[config.mk]
export PLATFORM = sky130hd
export DESIGN_NAME = sense_sample_ctrl
export DESIGN_NICKNAME = d
export VERILOG_FILES = /design/src/rtl/sense_sample_ctrl_pkg.sv /design/src/rtl/sense_dwell_cnt.sv /design/src/rtl/sense_sample_ctrl.sv
export SDC_FILE = /design/constraint.sdc
export NUM_CORES = 1
export LEC_CHECK = 0
export CAP_MARGIN = 20
export CORE_UTILIZATION = 49
export DETAILED_ROUTE_END_ITERATION = 8
export GPL_TIMING_DRIVEN = 0
export HOLD_SLACK_MARGIN = 0.15
export PLACE_DENSITY_LB_ADDON = 0.1
export SKIP_CTS_REPAIR_TIMING = 1
export SLEW_MARGIN = 15
export SYNTH_ARGS = -nofsm -noshare
export SYNTH_HDL_FRONTEND = slang
export SYNTH_HIERARCHICAL = 1
export SYNTH_SLANG_ARGS = --single-unit
[constraint.sdc]
create_clock -name clk_sampler -period 2.45 [get_ports clk_sampler]
set_clock_uncertainty 0.05 [all_clocks]
set_input_delay 0.49 -clock clk_sampler [delete_from_list [all_inputs] [get_ports clk_sampler]]
set_output_delay 0.49 -clock clk_sampler [all_outputs]
set_load 0.03 [all_outputs]
[src/rtl/sense_sample_ctrl_pkg.sv]
// Shared definitions for the sampler-domain sense sequencer.
package sense_sample_ctrl_pkg;

  localparam int unsigned CNT_W_DEF    = 8;
  localparam int unsigned SYNC_LAT_DEF = 2;

  typedef enum logic [2:0] {
    ST_IDLE   = 3'd0,
    ST_SETTLE = 3'd1,
    ST_FLUSH  = 3'd2,
    ST_SAMPLE = 3'd3,
    ST_DONE   = 3'd4
  } state_e;

endpackage

[src/rtl/sense_dwell_cnt.sv]
// Loadable down-counter shared by the settle, flush and sample phases.
// A phase loaded with N-1 lasts N cycles; o_zero_c marks its last cycle.
module sense_dwell_cnt
  import sense_sample_ctrl_pkg::*;
#(
  parameter int unsigned CNT_W = CNT_W_DEF
) (
  input  logic             i_clk,
  input  logic             i_rst,
  input  logic             i_load,
  input  logic [CNT_W-1:0] i_load_val,
  input  logic             i_en,
  output logic             o_zero_c
);

  logic [CNT_W-1:0] r_cnt;

  always_ff @(posedge i_clk or posedge i_rst) begin
    if (i_rst) begin
      r_cnt <= '0;
    end else if (i_load) begin
      r_cnt <= i_load_val;
    end else if (i_en && (r_cnt != '0)) begin
      r_cnt <= r_cnt - CNT_W'(1);
    end
  end

  assign o_zero_c = (r_cnt == '0);

endmodule

[src/rtl/sense_sample_ctrl.sv]
// Sense-path sequencer: enable front end, settle, flush synchronizer,
// count ones over num_samples cycles and report a strict-majority decision.
module sense_sample_ctrl
  import sense_sample_ctrl_pkg::*;
#(
  parameter int unsigned CNT_W    = CNT_W_DEF,
  parameter int unsigned SYNC_LAT = SYNC_LAT_DEF
) (
  input  logic             clk_sampler,
  input  logic             rst_sampler,
  input  logic             start,
  input  logic             abort,
  input  logic [CNT_W-1:0] settle_cycles,
  input  logic [CNT_W-1:0] num_samples,
  input  logic             sense_in_sync,
  output logic             sense_en,
  output logic             busy,
  output logic             result_valid,
  output logic             result_bit,
  output logic [CNT_W-1:0] ones_count,
  output logic             cfg_err
);

  localparam logic [CNT_W-1:0] FLUSH_LOAD = CNT_W'(SYNC_LAT - 1);

  state_e           r_state;
  logic [CNT_W-1:0] r_num;
  logic [CNT_W-1:0] r_acc;
  logic [CNT_W-1:0] r_ones_count;
  logic             r_sense_en;
  logic             r_busy;
  logic             r_result_valid;
  logic             r_result_bit;
  logic             r_cfg_err;

  logic             w_start_ok;
  logic             w_load;
  logic [CNT_W-1:0] w_load_val;
  logic             w_cnt_en;
  logic             w_cnt_zero;
  logic [CNT_W-1:0] w_ones_next;

  assign w_start_ok  = start && !abort && (num_samples != '0);
  assign w_ones_next = r_acc + CNT_W'(sense_in_sync);

  // Counter control: each phase preloads the next phase's length minus one.
  always_comb begin
    w_load     = 1'b0;
    w_load_val = '0;
    w_cnt_en   = 1'b0;
    case (r_state)
      ST_IDLE: begin
        if (w_start_ok) begin
          w_load     = 1'b1;
          w_load_val = (settle_cycles == '0) ? FLUSH_LOAD : settle_cycles - CNT_W'(1);
        end
      end
      ST_SETTLE: begin
        if (w_cnt_zero) begin
          w_load     = 1'b1;
          w_load_val = FLUSH_LOAD;
        end else begin
          w_cnt_en = 1'b1;
        end
      end
      ST_FLUSH: begin
        if (w_cnt_zero) begin
          w_load     = 1'b1;
          w_load_val = r_num - CNT_W'(1);
        end else begin
          w_cnt_en = 1'b1;
        end
      end
      ST_SAMPLE: w_cnt_en = 1'b1;
      default:   w_cnt_en = 1'b0;
    endcase
  end

  sense_dwell_cnt #(.CNT_W(CNT_W)) u_dwell (
    .i_clk      (clk_sampler),
    .i_rst      (rst_sampler),
    .i_load     (w_load),
    .i_load_val (w_load_val),
    .i_en       (w_cnt_en),
    .o_zero_c   (w_cnt_zero)
  );

  always_ff @(posedge clk_sampler or posedge rst_sampler) begin
    if (rst_sampler) begin
      r_state        <= ST_IDLE;
      r_num          <= '0;
      r_acc          <= '0;
      r_ones_count   <= '0;
      r_sense_en     <= 1'b0;
      r_busy         <= 1'b0;
      r_result_valid <= 1'b0;
      r_result_bit   <= 1'b0;
      r_cfg_err      <= 1'b0;
    end else begin
      r_result_valid <= 1'b0;
      r_cfg_err      <= 1'b0;
      case (r_state)
        ST_IDLE: begin
          if (start && !abort) begin
            if (num_samples == '0) begin
              r_cfg_err <= 1'b1;
            end else begin
              r_num      <= num_samples;
              r_acc      <= '0;
              r_sense_en <= 1'b1;
              r_busy     <= 1'b1;
              r_state    <= (settle_cycles == '0) ? ST_FLUSH : ST_SETTLE;
            end
          end
        end
        ST_SETTLE: begin
          if (abort) begin
            r_state    <= ST_IDLE;
            r_sense_en <= 1'b0;
            r_busy     <= 1'b0;
          end else if (w_cnt_zero) begin
            r_state <= ST_FLUSH;
          end
        end
        ST_FLUSH: begin
          if (abort) begin
            r_state    <= ST_IDLE;
            r_sense_en <= 1'b0;
            r_busy     <= 1'b0;
          end else if (w_cnt_zero) begin
            r_state <= ST_SAMPLE;
          end
        end
        ST_SAMPLE: begin
          if (abort) begin
            r_state    <= ST_IDLE;
            r_sense_en <= 1'b0;
            r_busy     <= 1'b0;
          end else begin
            r_acc <= w_ones_next;
            // Last sample: publish in the same edge so results appear in DONE.
            if (w_cnt_zero) begin
              r_ones_count   <= w_ones_next;
              r_result_bit   <= ({w_ones_next, 1'b0} > {1'b0, r_num});
              r_result_valid <= 1'b1;
              r_sense_en     <= 1'b0;
              r_state        <= ST_DONE;
            end
          end
        end
        ST_DONE: begin
          r_state <= ST_IDLE;
          r_busy  <= 1'b0;
        end
        default: begin
          r_state    <= ST_IDLE;
          r_sense_en <= 1'b0;
          r_busy     <= 1'b0;
        end
      endcase
    end
  end

  assign sense_en     = r_sense_en;
  assign busy         = r_busy;
  assign result_valid = r_result_valid;
  assign result_bit   = r_result_bit;
  assign ones_count   = r_ones_count;
  assign cfg_err      = r_cfg_err;

endmodule

==> results.py <==
metrics = {
    "cells_and_area": {
        "fin_nets": 351,
        "diodes": 0,
        "drive_gt1_share_pct": 17.7,
        "area_growth_pct": 29.5,
        "fin_area_mm2": 0.00318,
        "final_util_pct": 66.5,
        "fill_cells": 406,
        "layout_commonest_cell": "dfrtp_1",
        "final_cell_mix": "dfrtp_1 (40), nand2_1 (38), clkdlybuf4s50_1 (31)",
    },
    "grt": {
        "grt_max_degree": 33,
        "antenna_found_initial": 0,
        "grt_pass1_wl_um": 9270,
        "track_usage_pct": 22.7,
        "grt_pass1_vias": 1954,
        "globalRouteOverflowTotal": 0,
    },
    "worst_setup_path": {
        "path_cells": "clkdlybuf4s50_1, or4b_4, a211oi_2, buf_6, buf_4, a21o_4, nor2b_1, a22oi_1, o41ai_1",
        "criticalPathCategory": "input port to flop",
        "critPathBufInv": 3,
        "max_stage_delay_ps": 470,
        "critPathTopFamily": "buffers and inverters",
        "crit_arrival_ps": 2450,
        "critPathLaunchType": "input port",
        "path_max_fanout": 10,
        "critPathRequiredTime_ps": 2570,
        "cp_slowest_cell": "or4b_4",
        "crit_path_end_kind": "flop",
    },
    "job": {
        "drv_cap": 0,
    },
    "drt": {
        "totalWireLength_um": 5590,
        "vias": 2077,
        "drt_first_pass_iters": 4,
        "drtIter0Drc": 96,
        "drc_errors": 0,
        "vias_per_cell": 5.42,
        "routedWlPerCell_um": 14.6,
        "antenna_left": 0,
    },
    "yosys": {
        "yosysSeqAreaShare_pct": 40.7,
        "synth_top_area_share_pct": 40.7,
        "synthTopCellsByArea": "dfrtp_1 (41%), ha_1 (7.1%), nand2_1 (5.8%), xnor2_1 (4.3%), o21ai_0 (3.9%)",
        "syn_inst": 270,
        "synth_cell_types": 52,
        "synth_top_area_cell": "dfrtp_1",
        "syn_area_mm2": 0.00246,
        "syn_nets": 305,
        "ys.warnings.count": 6,
        "ys_ff_latch": 40,
        "synth.avg_cell_area_um2": 9.11,
        "synth-edff-count": 0,
        "async_flop_share_pct": 100,
        "synth_ff_type": "dfrtp_1",
    },
    "clocking": {
        "cts_buffers": 5,
        "clockBufferDepth": 2,
        "cts_htree_levels": 2,
        "clkLatencyLatePin_ps": 290,
        "clk_pin_slew_ps": 80,
        "root_buffer": "clkbuf_8",
        "cts_tree": "yes",
        "cts_sinks": 40,
    },
    "sta": {
        "worstMarginPinSlew_ps": 659,
        "fin_crit_sh_pct": 95.0,
        "fin_crit_ps": 2330,
        "hold_slack_ps": 453,
        "tns_ps": 0,
        "setup_viol": 0,
        "hold_viol": 0,
        "relSlewSlack_pct": 56.0,
        "max_freq_mhz": 429,
        "finalMaxSlewViolations": 0,
    },
    "floorplan": {
        "pin_count": 34,
        "rows": 25,
        "start_util_pct": 51.4,
        "dieArea_mm2": 0.00530,
        "core_mm2": 0.00479,
        "die_h_um": 72.8,
        "die_x_um": 72.8,
    },
    "min_path": {
        "hold_path.class": "input port to asynchronous set/reset pin",
    },
    "placed_design": {
        "port_buffers": 32,
        "place_congestion": 0.850,
        "placed_area_mm2": 0.00286,
        "hpwlAfterDp_um": 4000,
    },
    "power": {
        "power.density_mw_per_mm2": 1020,
        "peakVddDrop_mv": 0.712,
        "leakage_nw": 1.35,
    },
    "outcome": {
        "status": "complete, no violations",
    },
}
==> stage by stage <==
step           worst slack (ps)  power, mW  cells
3_3_place_gp               -552       2.44    369
2_1_floorplan              64.8       2.07    270
4_1_cts                    -357       3.10    376
5_1_grt                   -9.13       3.49    383
6_report                    121       3.23    383
3_5_place_dp               -566       2.46    369
==> cells by family (layout without fill, tap and decap cells) <==
group,after synthesis,count (layout),share of synthesized area (%)
AOI/OAI and AO/OA,62,62,15.9
xor gates and xnor gates,22,22,7.84
adders and majority gates,15,15,7.53
buffers and inverters,31,77,5.24
DFF,40,40,40.7
muxes,6,6,2.70
and+or+nand+nor,94,94,20.1
==> layer usage <==
layer	part of all wire (%)	track usage, %	routed length [um]
met5	0	0	0
met4	0.97	5.88	54
met1	52	34.5	2890
met2	44	33.1	2470
met3	3.2	4.42	177
==> synthesized netlist by cell type, types with 2 or more instances <==
| cell type | number |
|---|---|
| nor3b_1 | 2 |
| a31o_2 | 2 |
| dfrtp_1 | 40 |
| and3_1 | 2 |
| buf_4 | 2 |
| ha_1 | 14 |
| mux2_2 | 4 |
| inv_1 | 20 |
| nand2_1 | 38 |
| nand3b_1 | 2 |
| xor2_1 | 10 |
| xnor2_1 | 12 |
| nor3_1 | 5 |
| clkbuf_1 | 5 |
| o21ai_0 | 19 |
| o22ai_1 | 14 |
| o221ai_1 | 2 |
| nand3_1 | 9 |
| and2_1 | 2 |
| nor4_1 | 4 |
| nor2_1 | 12 |
| nand4_1 | 5 |
| buf_2 | 4 |
| a211oi_1 | 2 |
| a21oi_1 | 8 |
| o21ai_1 | 3 |
| or4b_4 | 2 |
| nor2b_1 | 2 |
==> path summary, 6_finish.rpt <==
| path | start | to | slack, ps | depth (start not counted) |
|---|---|---|---|---|
| min in group clk_sampler | ones_count[1] | ones_count[1] | 470 | 1 |
| setup reg to reg | u_dwell/r_cnt[1] | u_dwell/r_cnt[1] | 150 | 9 |
| setup / recovery | start | u_dwell/r_cnt[3] | 120 | 9 |
| max in group asynchronous | rst_sampler | r_state[2] | 1330 | 2 |
| hold / removal | rst_sampler | u_dwell/r_cnt[4] | 450 | 2 |
| hold reg to reg | ones_count[1] | ones_count[1] | 470 | 1 |
==> worst register-to-register path, stage by stage (launching register included) <==
cell,delay (ps)
dfrtp_1,410
inv_1,100
ha_2,180
or4b_4,500
nor2_4,150
maj3_1,200
nor2_2,60
o21ai_2,110
mux2_1,330
o21ai_1,130
==> layout make-up <==
type | instances | area [um2] | area share, %
buffer | 11 | 61.3 | 1.93
clock buffer | 5 | 68.8 | 2.16
clock inverter | 2 | 60.1 | 1.89
inverter | 20 | 75.1 | 2.36
multi-input combinational | 199 | 1460 | 45.8
sequential | 40 | 1000 | 31.4
tap | 67 | 83.8 | 2.63
timing repair buffer | 39 | 375 | 11.8
==> flip-flops by register name, summed over array words and instances (netlist names) <==
signal         flops
u_dwell/r_cnt      8
cfg_err            1
r_acc              8
busy               1
result_bit         1
r_state            3
result_valid       1
sense_en           1
r_num              8
ones_count         8
==> where the power goes <==
group	internal [mW]	switching [mW]
clock network	0.401	0.226
registers	0.867	0.170
logic	0.711	0.858
Power figures use the tool's default switching activity.
